==> src/rtl/lsu_pkg.sv <==
// Shared definitions for the load/store unit: RV32I width codes, FSM states
// and the request legality check.
package lsu_pkg;

    localparam logic [2:0] LB  = 3'b000;
    localparam logic [2:0] LH  = 3'b001;
    localparam logic [2:0] LW  = 3'b010;
    localparam logic [2:0] LBU = 3'b100;
    localparam logic [2:0] LHU = 3'b101;
    localparam logic [2:0] SB  = 3'b000;
    localparam logic [2:0] SH  = 3'b001;
    localparam logic [2:0] SW  = 3'b010;

    typedef enum logic [2:0] {
        IDLE,
        LD_REQ,
        LD_CAP,
        ST_WR,
        RMW_RD,
        RMW_MERGE,
        RMW_WR,
        RESP
    } lsu_state_e;

    // Request is rejected if direction is ambiguous, the width code is not
    // legal for that direction, the access is misaligned or out of range.
    function automatic logic lsu_req_error(
        input logic        load,
        input logic        store,
        input logic [2:0]  funct3,
        input logic [31:0] addr,
        input logic [31:0] mem_bytes
    );
        logic bad;
        bad = (load == store);
        if (load) begin
            case (funct3)
                LB, LH, LW, LBU, LHU: bad = bad;
                default:              bad = 1'b1;
            endcase
        end
        if (store) begin
            case (funct3)
                SB, SH, SW: bad = bad;
                default:    bad = 1'b1;
            endcase
        end
        if (funct3[1:0] == 2'b01 && addr[0])
            bad = 1'b1;
        if (funct3[1:0] == 2'b10 && addr[1:0] != 2'b00)
            bad = 1'b1;
        if (addr >= mem_bytes)
            bad = 1'b1;
        return bad;
    endfunction

endpackage

==> src/rtl/lsu_align.sv <==
// Lane steering for the load/store unit: formats load data from a memory word
// and merges sub-word store data into a word for read-modify-write.
module lsu_align
    import lsu_pkg::*;
(
    input  logic [2:0]  i_funct3,
    input  logic [1:0]  i_lane,
    input  logic [31:0] i_rdata,
    input  logic [15:0] i_wdata,
    output logic [31:0] o_load_data,
    output logic [31:0] o_merged
);

    logic [7:0]  w_byte;
    logic [15:0] w_half;

    always_comb begin
        w_byte = i_rdata[{i_lane, 3'b000} +: 8];
        w_half = i_rdata[{i_lane[1], 4'b0000} +: 16];

        case (i_funct3)
            LB:      o_load_data = {{24{w_byte[7]}}, w_byte};
            LBU:     o_load_data = {24'h000000, w_byte};
            LH:      o_load_data = {{16{w_half[15]}}, w_half};
            LHU:     o_load_data = {16'h0000, w_half};
            default: o_load_data = i_rdata;
        endcase

        o_merged = i_rdata;
        if (i_funct3 == SB)
            o_merged[{i_lane, 3'b000} +: 8] = i_wdata[7:0];
        else if (i_funct3 == SH)
            o_merged[{i_lane[1], 4'b0000} +: 16] = i_wdata;
    end

endmodule

==> src/rtl/load_store_unit.sv <==
// Load/store unit between the pipeline and a registered-output word memory;
// sub-word stores are done as read-modify-write of the containing word.
module load_store_unit
    import lsu_pkg::*;
#(
    parameter int unsigned MEM_BYTES = 1024
) (
    input  logic        clk,
    input  logic        rst,
    input  logic        req_valid,
    output logic        req_ready,
    input  logic        req_load,
    input  logic        req_store,
    input  logic [2:0]  req_funct3,
    input  logic [31:0] req_addr,
    input  logic [31:0] req_wdata,
    output logic        resp_valid,
    output logic [31:0] resp_rdata,
    output logic        resp_err,
    output logic        mem_read,
    output logic        mem_write,
    output logic [31:0] mem_address,
    output logic [31:0] mem_write_data,
    input  logic [31:0] mem_read_data
);

    lsu_state_e  r_state;
    logic        r_ready;
    logic        r_resp_valid;
    logic [31:0] r_resp_rdata;
    logic        r_resp_err;
    logic        r_mem_read;
    logic        r_mem_write;
    logic [31:0] r_mem_address;
    logic [31:0] r_mem_write_data;
    logic [2:0]  r_funct3;
    logic [1:0]  r_lane;
    logic [15:0] r_wdata;

    logic        w_err;
    logic [31:0] w_load_data;
    logic [31:0] w_merged;

    assign w_err = lsu_req_error(req_load, req_store, req_funct3, req_addr, 32'(MEM_BYTES));

    lsu_align u_align (
        .i_funct3    (r_funct3),
        .i_lane      (r_lane),
        .i_rdata     (mem_read_data),
        .i_wdata     (r_wdata),
        .o_load_data (w_load_data),
        .o_merged    (w_merged)
    );

    always_ff @(posedge clk) begin
        if (rst) begin
            r_state          <= IDLE;
            r_ready          <= 1'b1;
            r_resp_valid     <= 1'b0;
            r_resp_rdata     <= '0;
            r_resp_err       <= 1'b0;
            r_mem_read       <= 1'b0;
            r_mem_write      <= 1'b0;
            r_mem_address    <= '0;
            r_mem_write_data <= '0;
            r_funct3         <= '0;
            r_lane           <= '0;
            r_wdata          <= '0;
        end else begin
            case (r_state)
                IDLE: begin
                    if (req_valid && r_ready) begin
                        r_ready  <= 1'b0;
                        r_funct3 <= req_funct3;
                        r_lane   <= req_addr[1:0];
                        r_wdata  <= req_wdata[15:0];
                        if (w_err) begin
                            r_state      <= RESP;
                            r_resp_valid <= 1'b1;
                            r_resp_err   <= 1'b1;
                            r_resp_rdata <= '0;
                        end else begin
                            r_mem_address <= {req_addr[31:2], 2'b00};
                            if (req_load) begin
                                r_state    <= LD_REQ;
                                r_mem_read <= 1'b1;
                            end else if (req_funct3 == SW) begin
                                r_state          <= ST_WR;
                                r_mem_write      <= 1'b1;
                                r_mem_write_data <= req_wdata;
                            end else begin
                                r_state    <= RMW_RD;
                                r_mem_read <= 1'b1;
                            end
                        end
                    end
                end
                LD_REQ: begin
                    r_mem_read <= 1'b0;
                    r_state    <= LD_CAP;
                end
                LD_CAP: begin
                    r_resp_valid <= 1'b1;
                    r_resp_err   <= 1'b0;
                    r_resp_rdata <= w_load_data;
                    r_state      <= RESP;
                end
                ST_WR: begin
                    r_mem_write  <= 1'b0;
                    r_resp_valid <= 1'b1;
                    r_resp_err   <= 1'b0;
                    r_resp_rdata <= '0;
                    r_state      <= RESP;
                end
                RMW_RD: begin
                    r_mem_read <= 1'b0;
                    r_state    <= RMW_MERGE;
                end
                // Memory word is visible here; the write is only committed from RMW_WR.
                RMW_MERGE: begin
                    r_mem_write_data <= w_merged;
                    r_mem_write      <= 1'b1;
                    r_state          <= RMW_WR;
                end
                RMW_WR: begin
                    r_mem_write  <= 1'b0;
                    r_resp_valid <= 1'b1;
                    r_resp_err   <= 1'b0;
                    r_resp_rdata <= '0;
                    r_state      <= RESP;
                end
                RESP: begin
                    r_resp_valid <= 1'b0;
                    r_ready      <= 1'b1;
                    r_state      <= IDLE;
                end
                default: begin
                    r_ready <= 1'b1;
                    r_state <= IDLE;
                end
            endcase
        end
    end

    assign req_ready      = r_ready;
    assign resp_valid     = r_resp_valid;
    assign resp_rdata     = r_resp_rdata;
    assign resp_err       = r_resp_err;
    assign mem_read       = r_mem_read;
    assign mem_write      = r_mem_write;
    assign mem_address    = r_mem_address;
    assign mem_write_data = r_mem_write_data;

endmodule

==> config.mk <==
export PLATFORM = sky130hd
export DESIGN_NAME = load_store_unit
export DESIGN_NICKNAME = d
export VERILOG_FILES = /design/src/rtl/lsu_pkg.sv /design/src/rtl/lsu_align.sv /design/src/rtl/load_store_unit.sv
export SDC_FILE = /design/constraint.sdc
export NUM_CORES = 1
export LEC_CHECK = 0
export BUFFER_PORTS_ARGS = -buffer_cell sky130_fd_sc_hd__buf_2
export CAP_MARGIN = 20
export CORE_MARGIN = 2
export CORE_UTILIZATION = 52
export CTS_BUF_LIST = sky130_fd_sc_hd__clkbuf_8
export CTS_CLUSTER_SIZE = 8
export DETAILED_ROUTE_END_ITERATION = 10
export GPL_ROUTABILITY_DRIVEN = 0
export PLACE_DENSITY = 0.9
export SKIP_LAST_GASP = 1
export SYNTH_ARGS = -nofsm -noshare
export SYNTH_HDL_FRONTEND = slang
export SYNTH_SLANG_ARGS = --single-unit
==> constraint.sdc <==
create_clock -name clk -period 3.5 [get_ports clk]
set_input_delay 0.525 -clock clk [delete_from_list [all_inputs] [get_ports clk]]
set_output_delay 0.525 -clock clk [all_outputs]
set_load 0.02 [all_outputs]
==> summary.txt <==
Status
  • Status: finished, final reports clean

Hold path
  • Min-Delay Path Depth: 3
  • Hold path start: req_addr[4]
  • Hold path endpoint: mem_address[4]
  • Type of the tightest min-delay check: in2reg

Clock network
  • CTS H-tree depth: 4
  • Clk Latency, worst-skew pair: 0.45 ns
  • # clock sinks: 123
  • CTS hold repair buffers: 0
  • Clock slew at reported path FFs: 0.09 ns
  • Root Driver: clkbuf_8
  • CTS resizes: 0
  • CTS max path bufs: 2
  • CTS tree: built
  • CTS buffer count: 17
  • Postcts setup bufs: 0

Worst setup path
  • Critical Path RT: 3.86 ns
  • Reg-to-reg slack, setup: 0.79 ns
  • Crit path capture type: flop
  • R2R Path Start: r_funct3[0]
  • Critical path type: reg2reg
  • Worst Path Arrival: 3.07 ns
  • Worst R2R Path Depth: 5
  • Reg2reg end: mem_write_data[30]
  • Startpoint Class: flop
  • Crit Path Max Fanout: 32

Route
  • Post-detailed-route wirelength per cell: 18.6 um
  • Vias per cell: 6.20
  • WL final: 18500 um
  • Via Count: 6161
  • Drt first pass iters: 6
  • Antenna viol nets, final: 0
  • Final routed DRC violation total: 0
  • First DRT Iteration DRCs: 777

Finish
  • Final net count: 946
  • Design Area, Final: 7540 um2
  • Proportion of layout cells with a drive suffix above 1: 0.362
  • Ant diodes: 0
  • Syn-to-layout area delta: 23.5%
  • Final core occ: 0.660

GRT
  • First-pass GRT wire length: 29000 um
  • Largest net degree at the start of global routing: 76
  • Initial antenna violation count: 0
  • GRT Total Usage: 0.283
  • Vias in the first global route: 5683
  • Gr ovfl total: 0

STA
  • Worst-margin pin slew: 0.974 ns
  • Slew headroom: 0.351
  • Clock skew: 0.0143 ns
  • Final min period: 2.71 ns
  • Unrepaired setup endpoints after global routing: false
  • Setup TNS: 0 ns
  • Final setup vio count: 0
  • WHS: 0.300 ns
  • Final Max Tran Viols: 0
  • Fin. Hold Viols: 0
  • Crit share post-route: 0.774
  • Max Clock Freq: 369 MHz

Placed design
  • Post-DP HPWL: 13200 um
  • Post-Place Cell Area: 7110 um2
  • PortBufs: 202

Die
  • IO Count: 205
  • Rows: 39
  • Initial Util: 0.534
  • Die area: 12600 um2
  • Die width: 112 um
  • CORE AREA: 11400 um2
  • Die Ht: 112 um

Synth
  • Syn Inst Count: 660
  • FFs w/ async S/R, synth: 0
  • Post-synth top area share: 0.404
  • Top_reg_cell synth: dfxtp_1
  • Dominant cell type by area after synthesis: dfxtp_1
  • Sequential area share after synthesis: 0.404
  • Mean post-synth cell area: 9.24 um2
  • Count leader, synth: dfxtp_1
  • EDFF count, synth: 0
  • Yosys cell types: 59
  • Mapped Area: 6100 um2
  • Post-synthesis register bit count: 123
  • Synth warnings: 0
  • Synth cell count leaders: dfxtp_1 (123), nand2_1 (74), nor2_1 (50)
  • Synth area leaders: dfxtp_1 (40%), a221oi_1 (5.3%), nand2_1 (4.6%), mux2i_1 (3.9%), a21oi_1 (3.9%)

Pwr
  • Leak: 3.22 nW
  • Worst vdd ir: 0.295 mV
  • PwrDens: 508 nW/um2

Flow run
  • Max_cap viols: 0
cell usage in the layout, fill, tap and decap left out, types with 17 or more instances in the layout:
cell / synthesis / final
a221oi_1: 37 / 37
nand2b_1: 18 / 18
nor2_1: 50 / 49
and2_1: 24 / 24
dfxtp_1: 123 / 123
clkbuf_8: 0 / 17
a21oi_1: 47 / 47
nand4b_1: 17 / 17
nand2_1: 74 / 74
mux2i_1: 24 / 24
buf_2: 9 / 202
a211oi_1: 17 / 17
cells by family (layout without fill, tap and decap cells):
logic type,after synthesis,in the layout,synth area share
simple gates,219,219,0.184
compound gates,205,205,0.285
flops,123,123,0.404
buf+inv,75,264,0.0619
mux,30,30,0.0523
fa+ha+maj,5,5,0.0103
xor+xnor,2,2,0.00287
other cells,1,2,0.000615
metal layers:
metal,vias to the layer above,GRT usage,wire [um]
li1,2841,-,-
met1,2855,0.385,7420
met2,398,0.432,8220
met3,67,0.0702,2180
met4,0,0.120,654
met5,-,0,0
through the flow:
stage | setup slack, ns | instances | power (W)
final | 0.792 | 993 | 0.00383
after global routing | 0.619 | 993 | 0.00398
after CTS | 0.859 | 992 | 0.00381
after detailed placement | 0.824 | 960 | 0.00251
after global placement | 0.830 | 960 | 0.00249
after floorplan | 0.702 | 661 | 0.00225
final cells by class:
cell class / count / area [um2]
clock buffer: 17 / 234
clock inverter: 15 / 171
fill: 904 / 3880
inverter: 13 / 48.8
multi-input combinational: 463 / 3290
sequential: 123 / 2460
tap: 143 / 179
timing repair buffer: 219 / 1150
power breakdown:
part | internal (W) | switching (W)
combinational | 0.000336 | 0.000569
sequential | 0.00150 | 0.000101
clock | 0.000603 | 0.000713
total | 0.00244 | 0.00138
flip-flops by register name (all words and copies together) (netlist names):
register        flops
mem_write_data     32
resp_rdata         32
mem_address        30
r_wdata            16
r_funct3            3
r_state             3
r_lane              2
mem_read            1
mem_write           1
req_ready           1
resp_err            1
resp_valid          1
critical path, cell delays in order (launching register included):
cell,delay [ns]
dfxtp_1,0.76
or3_1,0.87
a221oi_1,0.13
a211oi_1,0.47
a21oi_1,0.11
a221oi_2,0.27
how the worst max path moves through the flow:
stage | to | startpoint | cells past startpoint
finish | mem_write_data[30] | r_funct3[0] | 5
global route | mem_write_data[30] | r_funct3[0] | 5
CTS | mem_write_data[30] | r_lane[0] | 8
detailed placement | mem_write_data[27] | req_addr[0] | 7
global placement | mem_write_data[26] | req_addr[0] | 7
floorplan | mem_write_data[26] | r_lane[1] | 11
(Power assumes the default switching activity.)
